File: config.mk
export PLATFORM = sky130hd
export DESIGN_NAME = lstm_cell_update
export DESIGN_NICKNAME = d
export VERILOG_FILES = /design/src/rtl/lstm_pkg.sv /design/src/rtl/lstm_cell_update_act.sv /design/src/rtl/lstm_cell_update.sv
export SDC_FILE = /design/constraint.sdc
export NUM_CORES = 1
export LEC_CHECK = 0
export ABC_AREA = 1
export CORE_AREA = 4 4 316 318
export DETAILED_ROUTE_END_ITERATION = 8
export DIE_AREA = 0 0 320 322
export DONT_BUFFER_PORTS = 1
export HOLD_SLACK_MARGIN = 0.02
export PLACE_DENSITY = 0.47
export SYNTH_ARGS = -nofsm -noshare
export SYNTH_HDL_FRONTEND = slang
export SYNTH_HIERARCHICAL = 1
export SYNTH_SLANG_ARGS = --single-unit
File: constraint.sdc
create_clock -name clk -period 9.03 [get_ports clk]
set_input_delay 0.903 -clock clk [delete_from_list [all_inputs] [get_ports clk]]
set_output_delay 0.903 -clock clk [all_outputs]
set_load 0.02 [all_outputs]
File: src/rtl/lstm_pkg.sv
// Shared definitions for the LSTM cell-update datapath: default word geometry,
// fixed-point constants, FSM state encoding and saturating arithmetic helpers.
// The helpers operate at the package word width, so a top-level instance
// using non-default widths must be paired with matching package constants.
package lstm_pkg;

  localparam int LSTM_DATA_WIDTH  = 16;
  localparam int LSTM_FRACT_WIDTH = 8;

  localparam int ONE_Q  = 1 << LSTM_FRACT_WIDTH;
  localparam int HALF_Q = ONE_Q / 2;

  localparam logic signed [LSTM_DATA_WIDTH-1:0] MAX_Q = {1'b0, {(LSTM_DATA_WIDTH-1){1'b1}}};
  localparam logic signed [LSTM_DATA_WIDTH-1:0] MIN_Q = {1'b1, {(LSTM_DATA_WIDTH-1){1'b0}}};

  // Each working state is named after the result it produces on its exit edge.
  typedef enum logic [2:0] {
    ST_IDLE = 3'd0,
    ST_ACT  = 3'd1,
    ST_FC   = 3'd2,
    ST_IG   = 3'd3,
    ST_CUPD = 3'd4,
    ST_OH   = 3'd5,
    ST_OUT  = 3'd6
  } lstm_state_e;

  typedef enum logic {
    ACT_SIGMOID = 1'b0,
    ACT_TANH    = 1'b1
  } act_sel_e;

  // Fixed-point product: full-width multiply, floor shift back to the fraction
  // position, then clamp to the representable range.
  function automatic logic signed [LSTM_DATA_WIDTH-1:0] sat_mul(
    input logic signed [LSTM_DATA_WIDTH-1:0] a,
    input logic signed [LSTM_DATA_WIDTH-1:0] b
  );
    logic signed [2*LSTM_DATA_WIDTH-1:0] prod;
    logic signed [2*LSTM_DATA_WIDTH-1:0] shifted;
    prod    = (2*LSTM_DATA_WIDTH)'(a) * (2*LSTM_DATA_WIDTH)'(b);
    shifted = prod >>> LSTM_FRACT_WIDTH;
    if (shifted > (2*LSTM_DATA_WIDTH)'(MAX_Q)) begin
      return MAX_Q;
    end else if (shifted < (2*LSTM_DATA_WIDTH)'(MIN_Q)) begin
      return MIN_Q;
    end else begin
      return shifted[LSTM_DATA_WIDTH-1:0];
    end
  endfunction

  // Sum with one guard bit, clamped back to the word range.
  function automatic logic signed [LSTM_DATA_WIDTH-1:0] sat_add(
    input logic signed [LSTM_DATA_WIDTH-1:0] a,
    input logic signed [LSTM_DATA_WIDTH-1:0] b
  );
    logic signed [LSTM_DATA_WIDTH:0] sum;
    sum = (LSTM_DATA_WIDTH+1)'(a) + (LSTM_DATA_WIDTH+1)'(b);
    if (sum > (LSTM_DATA_WIDTH+1)'(MAX_Q)) begin
      return MAX_Q;
    end else if (sum < (LSTM_DATA_WIDTH+1)'(MIN_Q)) begin
      return MIN_Q;
    end else begin
      return sum[LSTM_DATA_WIDTH-1:0];
    end
  endfunction

endpackage

File: src/rtl/lstm_cell_update_act.sv
// Piecewise-linear activation: hard sigmoid (x/4 + 1/2 clamped to [0,1]) or
// hard tanh (x clamped to [-1,1]), selected by sel. Purely combinational.
module lstm_hard_act
  import lstm_pkg::*;
#(
  parameter int DW = LSTM_DATA_WIDTH,
  parameter int FW = LSTM_FRACT_WIDTH
) (
  input  logic signed [DW-1:0] x,
  input  act_sel_e             sel,
  output logic signed [DW-1:0] y
);

  localparam logic signed [DW:0]   HALF_W    = (DW+1)'(1 << (FW-1));
  localparam logic signed [DW:0]   ONE_W     = (DW+1)'(1 << FW);
  localparam logic signed [DW-1:0] ONE_D     = DW'(1 << FW);
  localparam logic signed [DW-1:0] NEG_ONE_D = -ONE_D;

  logic signed [DW:0] w_quarter;
  logic signed [DW:0] w_sigSum;

  // Sigmoid pre-clamp value, kept one bit wider so the +1/2 offset cannot wrap.
  always_comb begin
    w_quarter = (DW+1)'(x) >>> 2;
    w_sigSum  = w_quarter + HALF_W;
  end

  // Clamp into the selected function's output range.
  always_comb begin
    y = x;
    if (sel == ACT_SIGMOID) begin
      if (w_sigSum[DW]) begin
        y = '0;
      end else if (w_sigSum > ONE_W) begin
        y = ONE_D;
      end else begin
        y = w_sigSum[DW-1:0];
      end
    end else begin
      if (x > ONE_D) begin
        y = ONE_D;
      end else if (x < NEG_ONE_D) begin
        y = NEG_ONE_D;
      end else begin
        y = x;
      end
    end
  end

endmodule

File: src/rtl/lstm_cell_update.sv
// LSTM cell-state and hidden-output update. Accepts the four gate
// pre-activations, activates them, then walks one shared saturating multiplier
// through f*c_prev, i*g and o*tanh(c) to produce c_t and h_t. The cell state is
// kept between transactions so it can be fed back on the next time step.
module lstm_cell_update
  import lstm_pkg::*;
#(
  parameter int DATA_WIDTH  = LSTM_DATA_WIDTH,
  parameter int FRACT_WIDTH = LSTM_FRACT_WIDTH
) (
  input  logic                         clk,
  input  logic                         rst,
  input  logic                         in_valid,
  output logic                         in_ready,
  input  logic                         c_clear,
  input  logic signed [DATA_WIDTH-1:0] pre_i,
  input  logic signed [DATA_WIDTH-1:0] pre_f,
  input  logic signed [DATA_WIDTH-1:0] pre_g,
  input  logic signed [DATA_WIDTH-1:0] pre_o,
  output logic                         out_valid,
  input  logic                         out_ready,
  output logic signed [DATA_WIDTH-1:0] h_out,
  output logic signed [DATA_WIDTH-1:0] c_out
);

  lstm_state_e r_state;
  logic        r_inReady;
  logic        r_outValid;

  logic signed [DATA_WIDTH-1:0] r_hOut;
  logic signed [DATA_WIDTH-1:0] r_cOut;
  logic signed [DATA_WIDTH-1:0] r_preI;
  logic signed [DATA_WIDTH-1:0] r_preF;
  logic signed [DATA_WIDTH-1:0] r_preG;
  logic signed [DATA_WIDTH-1:0] r_preO;
  logic signed [DATA_WIDTH-1:0] r_cPrev;
  logic signed [DATA_WIDTH-1:0] r_iAct;
  logic signed [DATA_WIDTH-1:0] r_fAct;
  logic signed [DATA_WIDTH-1:0] r_gAct;
  logic signed [DATA_WIDTH-1:0] r_oAct;
  logic signed [DATA_WIDTH-1:0] r_fc;
  logic signed [DATA_WIDTH-1:0] r_ig;
  logic signed [DATA_WIDTH-1:0] r_tanhC;

  logic signed [DATA_WIDTH-1:0] w_iAct;
  logic signed [DATA_WIDTH-1:0] w_fAct;
  logic signed [DATA_WIDTH-1:0] w_gAct;
  logic signed [DATA_WIDTH-1:0] w_oAct;
  logic signed [DATA_WIDTH-1:0] w_cSum;
  logic signed [DATA_WIDTH-1:0] w_tanhSum;
  logic signed [DATA_WIDTH-1:0] w_mulA;
  logic signed [DATA_WIDTH-1:0] w_mulB;
  logic signed [DATA_WIDTH-1:0] w_mulOut;

  lstm_hard_act #(.DW(DATA_WIDTH), .FW(FRACT_WIDTH)) u_actI (
    .x(r_preI), .sel(ACT_SIGMOID), .y(w_iAct)
  );

  lstm_hard_act #(.DW(DATA_WIDTH), .FW(FRACT_WIDTH)) u_actF (
    .x(r_preF), .sel(ACT_SIGMOID), .y(w_fAct)
  );

  lstm_hard_act #(.DW(DATA_WIDTH), .FW(FRACT_WIDTH)) u_actG (
    .x(r_preG), .sel(ACT_TANH), .y(w_gAct)
  );

  lstm_hard_act #(.DW(DATA_WIDTH), .FW(FRACT_WIDTH)) u_actO (
    .x(r_preO), .sel(ACT_SIGMOID), .y(w_oAct)
  );

  // tanh of the new cell state is taken from the unregistered sum so it can be
  // captured on the same edge as c_t itself.
  lstm_hard_act #(.DW(DATA_WIDTH), .FW(FRACT_WIDTH)) u_actC (
    .x(w_cSum), .sel(ACT_TANH), .y(w_tanhSum)
  );

  // New cell state from the two partial products.
  always_comb begin
    w_cSum = sat_add(r_fc, r_ig);
  end

  // Steer the shared multiplier's operands according to the current step.
  always_comb begin
    w_mulA = '0;
    w_mulB = '0;
    case (r_state)
      ST_FC: begin
        w_mulA = r_fAct;
        w_mulB = r_cPrev;
      end
      ST_IG: begin
        w_mulA = r_iAct;
        w_mulB = r_gAct;
      end
      ST_OH: begin
        w_mulA = r_oAct;
        w_mulB = r_tanhC;
      end
      default: begin
        w_mulA = '0;
        w_mulB = '0;
      end
    endcase
    w_mulOut = sat_mul(w_mulA, w_mulB);
  end

  // Sequencer: one datapath step per cycle, with handshake flags and results
  // held in registers so outputs never glitch.
  always_ff @(posedge clk or posedge rst) begin
    if (rst) begin
      r_state    <= ST_IDLE;
      r_inReady  <= 1'b1;
      r_outValid <= 1'b0;
      r_hOut     <= '0;
      r_cOut     <= '0;
      r_preI     <= '0;
      r_preF     <= '0;
      r_preG     <= '0;
      r_preO     <= '0;
      r_cPrev    <= '0;
      r_iAct     <= '0;
      r_fAct     <= '0;
      r_gAct     <= '0;
      r_oAct     <= '0;
      r_fc       <= '0;
      r_ig       <= '0;
      r_tanhC    <= '0;
    end else begin
      case (r_state)
        ST_IDLE: begin
          if (in_valid) begin
            r_preI    <= pre_i;
            r_preF    <= pre_f;
            r_preG    <= pre_g;
            r_preO    <= pre_o;
            r_cPrev   <= c_clear ? '0 : r_cOut;
            r_inReady <= 1'b0;
            r_state   <= ST_ACT;
          end
        end
        ST_ACT: begin
          r_iAct  <= w_iAct;
          r_fAct  <= w_fAct;
          r_gAct  <= w_gAct;
          r_oAct  <= w_oAct;
          r_state <= ST_FC;
        end
        ST_FC: begin
          r_fc    <= w_mulOut;
          r_state <= ST_IG;
        end
        ST_IG: begin
          r_ig    <= w_mulOut;
          r_state <= ST_CUPD;
        end
        ST_CUPD: begin
          r_cOut  <= w_cSum;
          r_tanhC <= w_tanhSum;
          r_state <= ST_OH;
        end
        ST_OH: begin
          r_hOut     <= w_mulOut;
          r_outValid <= 1'b1;
          r_state    <= ST_OUT;
        end
        ST_OUT: begin
          if (out_ready) begin
            r_outValid <= 1'b0;
            r_inReady  <= 1'b1;
            r_state    <= ST_IDLE;
          end
        end
        default: begin
          r_outValid <= 1'b0;
          r_inReady  <= 1'b1;
          r_state    <= ST_IDLE;
        end
      endcase
    end
  end

  assign in_ready  = r_inReady;
  assign out_valid = r_outValid;
  assign h_out     = r_hOut;
  assign c_out     = r_cOut;

endmodule

; After elaboration in Yosys (flattened, before gate mapping)
; Index checks and enable logic that the tools add are counted.
[op_classes]
n_eq_ne = 8
multipliers = 1
n_lt_le_gt_ge = 11
shifts = 0
n_mux = 25
addsub = 4
div_mod_pow = 0
bitwise = 2
n_reduce_logical = 7
[ops]
columns = op, count
row1 = $mux W16, 15
row2 = $pmux W16 S3, 2
row3 = $gt A17 B10 Y1 const B, 3
row4 = $add A14 B9 Y15 const B, 3
row5 = $gt A16 B10 Y1 const B, 2
row6 = $lt A16 B9 Y1 const B, 2
row7 = $mul A16 B16 Y32, 1
row8 = $gt A24 B16 Y1 const B, 1
row9 = $lt A24 B16 Y1 const B, 1
row10 = $pmux W3 S7, 1
row11 = $add A16 B16 Y17, 1
row12 = $gt A17 B16 Y1 const B, 1
row13 = $lt A17 B16 Y1 const B, 1
row14 = $reduce_or A5 Y1, 2
row15 = $eq A3 B3 Y1 const B, 3
row16 = $eq A3 B2 Y1 const B, 2
row17 = $mux W3, 2
row18 = $pmux W1 S3, 2
row19 = $reduce_and A2 Y1, 3
row20 = $ne A2 B2 Y1 const B, 2
row21 = $eq A3 B1 Y1 const B, 1
row22 = $logic_not A3 Y1, 1
row23 = $mux W1, 3
row24 = $reduce_and A3 Y1, 1
row25 = $not A1 Y1, 2
[word_totals]
mem_count = 0
ff_bits = 229
latchBits = 0
mem_bits_ro = 0
input_bits = 69
output_inout_bits = 34
ramBits = 0

; Logic depth before layout (Yosys ltp)
[depth]
word_depth = 7
depth_mapped = 43
ltp_nobuf = 39

; Modules after synthesis
; The synthesis kept the hierarchy.
[modules_own_cells]
columns = mod, cells_per_inst, n_inst, seq_area_each_um2, area_per_inst_um2
row1 = lstm_cell_update, 2407, 1, 5731.7, 20885.0
row2 = lstm_hard_act, 129, 5, 0.0, 654.4

; Least setup slack after synthesis
; No wires, ideal clock.
[synth_timing]
path_kind = register to register
start = register r_state[2]
end = register r_hOut[0] (netlist: h_out[0])
setup_ns = 0.117
required_ns = 8.913
period_less_slack_ns = 7.966
stages_incl_launch_ff = 32
arrival_time_ns = 7.850
path_slack_ns = 1.064
path_buffers = 4
path_cell_list = dfrtp_1 buf_6 nor3_1 clkbuf_1 nand2_1 o211ai_1 clkbuf_1 nand2_1 fa_1 inv_1 fa_1 inv_1 fa_1 inv_1 fa_1 inv_1 fa_1 fa_1 inv_1 ha_1 inv_1 nor3_1 a2111oi_0 nand3b_1 nand2_1 and2_1 nand3_1 nand2_2 buf_12 nand2_4 nand2_1 nand2_1
[synth_between]
elab_chain_cells = 6
word_cells_on_any_way = 10
cone_classes = mul (1) / order compare (2) / eq/ne (3) / mux (4)
[synth_lines]
columns = element, line
row1 = "start, declared", lstm_cell_update.sv:26  ; lstm_state_e r_state;
row2 = "start signal, assigned", lstm_cell_update.sv:111  ; r_state <= ST_IDLE;
row3 = "start signal, assigned", lstm_cell_update.sv:138  ; r_state <= ST_ACT;
row4 = "start signal, assigned", lstm_cell_update.sv:146  ; r_state <= ST_FC;
row5 = $eq A3 B3 Y1 or $eq A3 B2 Y1 (tied branches), "lstm_cell_update.sv:86, lstm_cell_update.sv:129"
row6 = $pmux W16 S3, lstm_cell_update.sv:86  ; case (r_state)
row7 = $mul A16 B16 Y32, lstm_pkg.sv:40  ; prod = (2*LSTM_DATA_WIDTH)'(a) * (2*LSTM_DATA_WIDTH)'(b);
row8 = $lt A24 B16 Y1, lstm_pkg.sv:44  ; end else if (shifted < (2*LSTM_DATA_WIDTH)'(MIN_Q)) begin
row9 = $mux W16, lstm_pkg.sv:44
row10 = $mux W16, lstm_pkg.sv:42  ; if (shifted > (2*LSTM_DATA_WIDTH)'(MAX_Q)) begin
row11 = "end signal, assigned", lstm_cell_update.sv:162  ; r_hOut <= w_mulOut;
row12 = "end, declared", lstm_cell_update.sv:30  ; logic signed [DATA_WIDTH-1:0] r_hOut;
; Several ways; a longest one is shown, not always the timed one.
; A chain may end at the register's enable or synchronous reset.

; Worst setup path in the final report
[layout_timing]
start = register r_state[2]
end = register r_ig[10]
[layout_between]
elab_chain_cells = 6
word_cells_on_any_way = 10
cone_classes = mul (1) / order compare (2) / eq/ne (3) / mux (4)
[layout_lines]
columns = element, line
row1 = $eq A3 B3 Y1 (tied with other cells), lstm_cell_update.sv:86
row2 = $pmux W16 S3, lstm_cell_update.sv:86
row3 = $mul A16 B16 Y32, lstm_pkg.sv:40
row4 = $lt A24 B16 Y1, lstm_pkg.sv:44
row5 = $mux W16, lstm_pkg.sv:44
row6 = $mux W16, lstm_pkg.sv:42
row7 = "end signal, assigned", lstm_cell_update.sv:153  ; r_ig <= w_mulOut;
row8 = "end, declared", lstm_cell_update.sv:42  ; logic signed [DATA_WIDTH-1:0] r_ig;
; Several ways; a longest one is shown, not always the timed one.

==> impl_metrics.env <==
export IMPL_post_route_min_period_ns=8.34
export IMPL_fin_nets=3475
export IMPL_synth_cell_types=55
export IMPL_fmax_mhz=120
export IMPL_critical_path_top_delay_family="adder cells"
export IMPL_via_per_inst=4.40
export IMPL_setup_violations=0
export IMPL_hp_class="in -> async"
export IMPL_worstPathMaxFanout=17
export IMPL_io_buffers=0
export IMPL_nFillCells=10600
export IMPL_drv_slew=0
export IMPL_grt_pass1_wl_mm=111
export IMPL_ys_top_cells_by_area="dfrtp_1 24%, fa_1 22%, nand2_1 12%"
export IMPL_tightest_slew_ns=0.938
export IMPL_place_gp_congestion=0.846
export IMPL_synth_warnings=6
export IMPL_rsz0062_at_grt="false"
export IMPL_crit_path_start_kind="flop"
export IMPL_n_antenna_cell=0
export IMPL_postCtsHoldBufs=0
export IMPL_overflow=0
export IMPL_h_tree_depth=1
export IMPL_placed_area_mm2=0.0256
export IMPL_drive_gt1_share_pct=11.5
export IMPL_finalHoldViolCount=0
export IMPL_synthesis_area_mm2=0.0242
export IMPL_ys_ff_latch=229
export IMPL_cp_arrival_ns=8.80
export IMPL_io_pins=103
export IMPL_r2r_cells=34
export IMPL_fin_crit_sh_pct=92.4
export IMPL_reg2reg_to="r_ig[10]"
export IMPL_antenna_found_initial=6
export IMPL_clock_skew_ns=0.0292
export IMPL_grt_pass1_vias=19600
export IMPL_start_util_pct=25.0
export IMPL_path_depth=34
export IMPL_numCtsBuffers=28
export IMPL_cts_root_buf="clkbuf_16"
export IMPL_syn_area_per_cell_um2=7.92
export IMPL_critPathLaunch="r_state[2]"
export IMPL_insertion_delay_ns=0.59
export IMPL_cpPeakStageDelay_ns=0.62
export IMPL_required_ns=9.49
export IMPL_power_density_mw_per_mm2=305
export IMPL_grt_use_total_pct=13.2
export IMPL_ir_drop_mv=0.269
export IMPL_slowest_stage="nand3_1"
export IMPL_max_cap_violations=0
export IMPL_cts_tree="built"
export IMPL_rows=114
export IMPL_critPathKind="reg -> reg"
export IMPL_routed_wl_mm=67.5
export IMPL_drtIter0Drc=1013
export IMPL_synth_largest_area_cell="dfrtp_1"
export IMPL_core_mm2=0.0966
export IMPL_status="finished, final reports clean"
export IMPL_critPathBufInv=7
export IMPL_wl_per_cell_um=15.6
export IMPL_grt_max_degree=102
export IMPL_ant_nets=0
export IMPL_fin_area_mm2=0.0265
export IMPL_crit_end="r_ig[10]"
export IMPL_clk_pin_slew_worst_paths_ns=0.06
export IMPL_endpoint_kind="flop"
export IMPL_tns_ns=0
export IMPL_multiInputGateArea_mm2=0.0155
export IMPL_clk_path_buf_depth=3
export IMPL_slew_limit_headroom_pct=37.5
export IMPL_fp_dieW_um=320
export IMPL_yosysSeqAreaShare_pct=23.7
export IMPL_synth_edf_count=0
export IMPL_hold_worst_slack_ns=0.303
export IMPL_hpwl_mm=54.5
export IMPL_fp_dieH_um=322
export IMPL_cp_common_cell="nand2_1"
export IMPL_synthToLayoutAreaGrowth_pct=9.89
export IMPL_synthFlopType="dfrtp_1"
export IMPL_dr_pass1_iters=5
export IMPL_synthArstFlopShare_pct=100
export IMPL_dieArea_mm2=0.103
export IMPL_cts_sinks=229
export IMPL_synth_top_cell_area_share_pct=23.6
export IMPL_register_area_mm2=0.00573
export IMPL_r2r_slack_ns=0.69
export IMPL_syn_inst=3052
export IMPL_p_leak_nw=14.4
export IMPL_reg2reg_from="r_state[2]"
export IMPL_via_count=19000
export IMPL_drc=0
-- metrics by stage --
stage | util, % | instances | total power (W) | setup WS [ns]
final | 27.5 | 4330 | 0.00810 | 0.689
after global routing | 27.5 | 4330 | 0.00887 | 0.00538
after CTS | 27.4 | 4325 | 0.00817 | 0.369
after detailed placement | 26.5 | 4278 | 0.00699 | 0.429
after global placement | 26.5 | 4278 | 0.00699 | 0.401
after floorplan | - | 3060 | 0.00571 | 1.06
-- cell families after synthesis --
group / Yosys count / share of synthesized area [%]
AND/OR/NAND/NOR: 1333 / 24.3
flip-flops: 229 / 23.7
XOR/XNOR: 45 / 1.63
AO/OA/AOI/OAI: 205 / 5.04
multiplexers: 124 / 5.78
other: 2 / 0.0311
buffers and inverters: 745 / 12.2
adder cells (fa/ha/maj): 369 / 27.3
-- flip-flops by register name, indices dropped and copies added, names as in the netlist, 16 cells and up --
signal / flops
c_out: 16
h_out: 16
r_cPrev: 16
r_fAct: 16
r_fc: 16
r_gAct: 16
r_iAct: 16
r_ig: 16
r_oAct: 16
r_preF: 16
r_preG: 16
r_preI: 16
r_preO: 16
r_tanhC: 16
-- cell type report --
type / instances / share of cell area (%)
multi-input cells: 2086 / 58.5
flip-flops and latches: 229 / 21.6
well taps: 1276 / 6.01
clock inverters: 12 / 0.561
repair buffers: 44 / 1.29
clock buffers: 35 / 2.81
inverters: 648 / 9.21
-- worst min path at each step --
stage                      from          end  slack [ns]  cells past startpoint
global placement     r_tanhC[7]   r_tanhC[7]        0.46                      2
global route                rst   r_preG[15]        0.35                      1
finish                      rst   r_preG[15]        0.30                      1
detailed placement   r_tanhC[4]   r_tanhC[4]        0.46                      2
floorplan           r_tanhC[10]  r_tanhC[10]        0.44                      2
CTS                         rst   r_preG[15]        0.31                      1
-- per-layer routing --
metal / share of wire, % / track usage (%) / routed length, um / up-vias
li1: - / - / - / 9253
met1: 46 / 18.0 / 31000 / 9387
met2: 49 / 23.1 / 32800 / 328
met3: 3.9 / 1.44 / 2630 / 66
met4: 1.6 / 2.41 / 1080 / 4
met5: 0.040 / 0 / 27 / -
-- Yosys cell counts (24+ instances only) --
cell type,count
xor2_1,24
inv_1,623
fa_1,262
nand2_2,34
mux2_2,124
nor2_1,216
o21ai_0,56
dfrtp_1,228
nand3_1,131
a21oi_1,80
clkbuf_1,67
ha_1,107
nand2_1,803
nand4_1,70
-- power breakdown --
group	switching, W	total [W]	internal [W]
Clock	0.000475	0.00112	0.000644
Sequential	0.000585	0.00208	0.00149
Combinational	0.00324	0.00490	0.00166
-- layout by cell type, fill, tap and decap left out, types with 13 or more instances in the layout --
cell       Yosys  routed
mux2_2       124     124
nand4_1       70      70
o21ai_0       56      56
clkbuf_16      0      28
nor2_1       216     214
ha_1         107     107
o211ai_1      14      14
nand2_4       21      22
inv_2         23      23
nand3_1      131     130
xor2_1        24      24
nand3_2       12      13
nor2_4        21      22
nand2_1      803     802
fa_1         262     262
xnor2_1       21      21
inv_1        623     621
buf_4          1      43
dfrtp_1      228     228
a21oi_1       80      80
nand2_2       34      34
-- what timing repair did --
item                                    in CTS  in global routing
setup buffers                                0                  5
endpoints found under the setup margin       0                 45
gates resized for setup                      0                  3
Power figures use the tool's default switching activity.
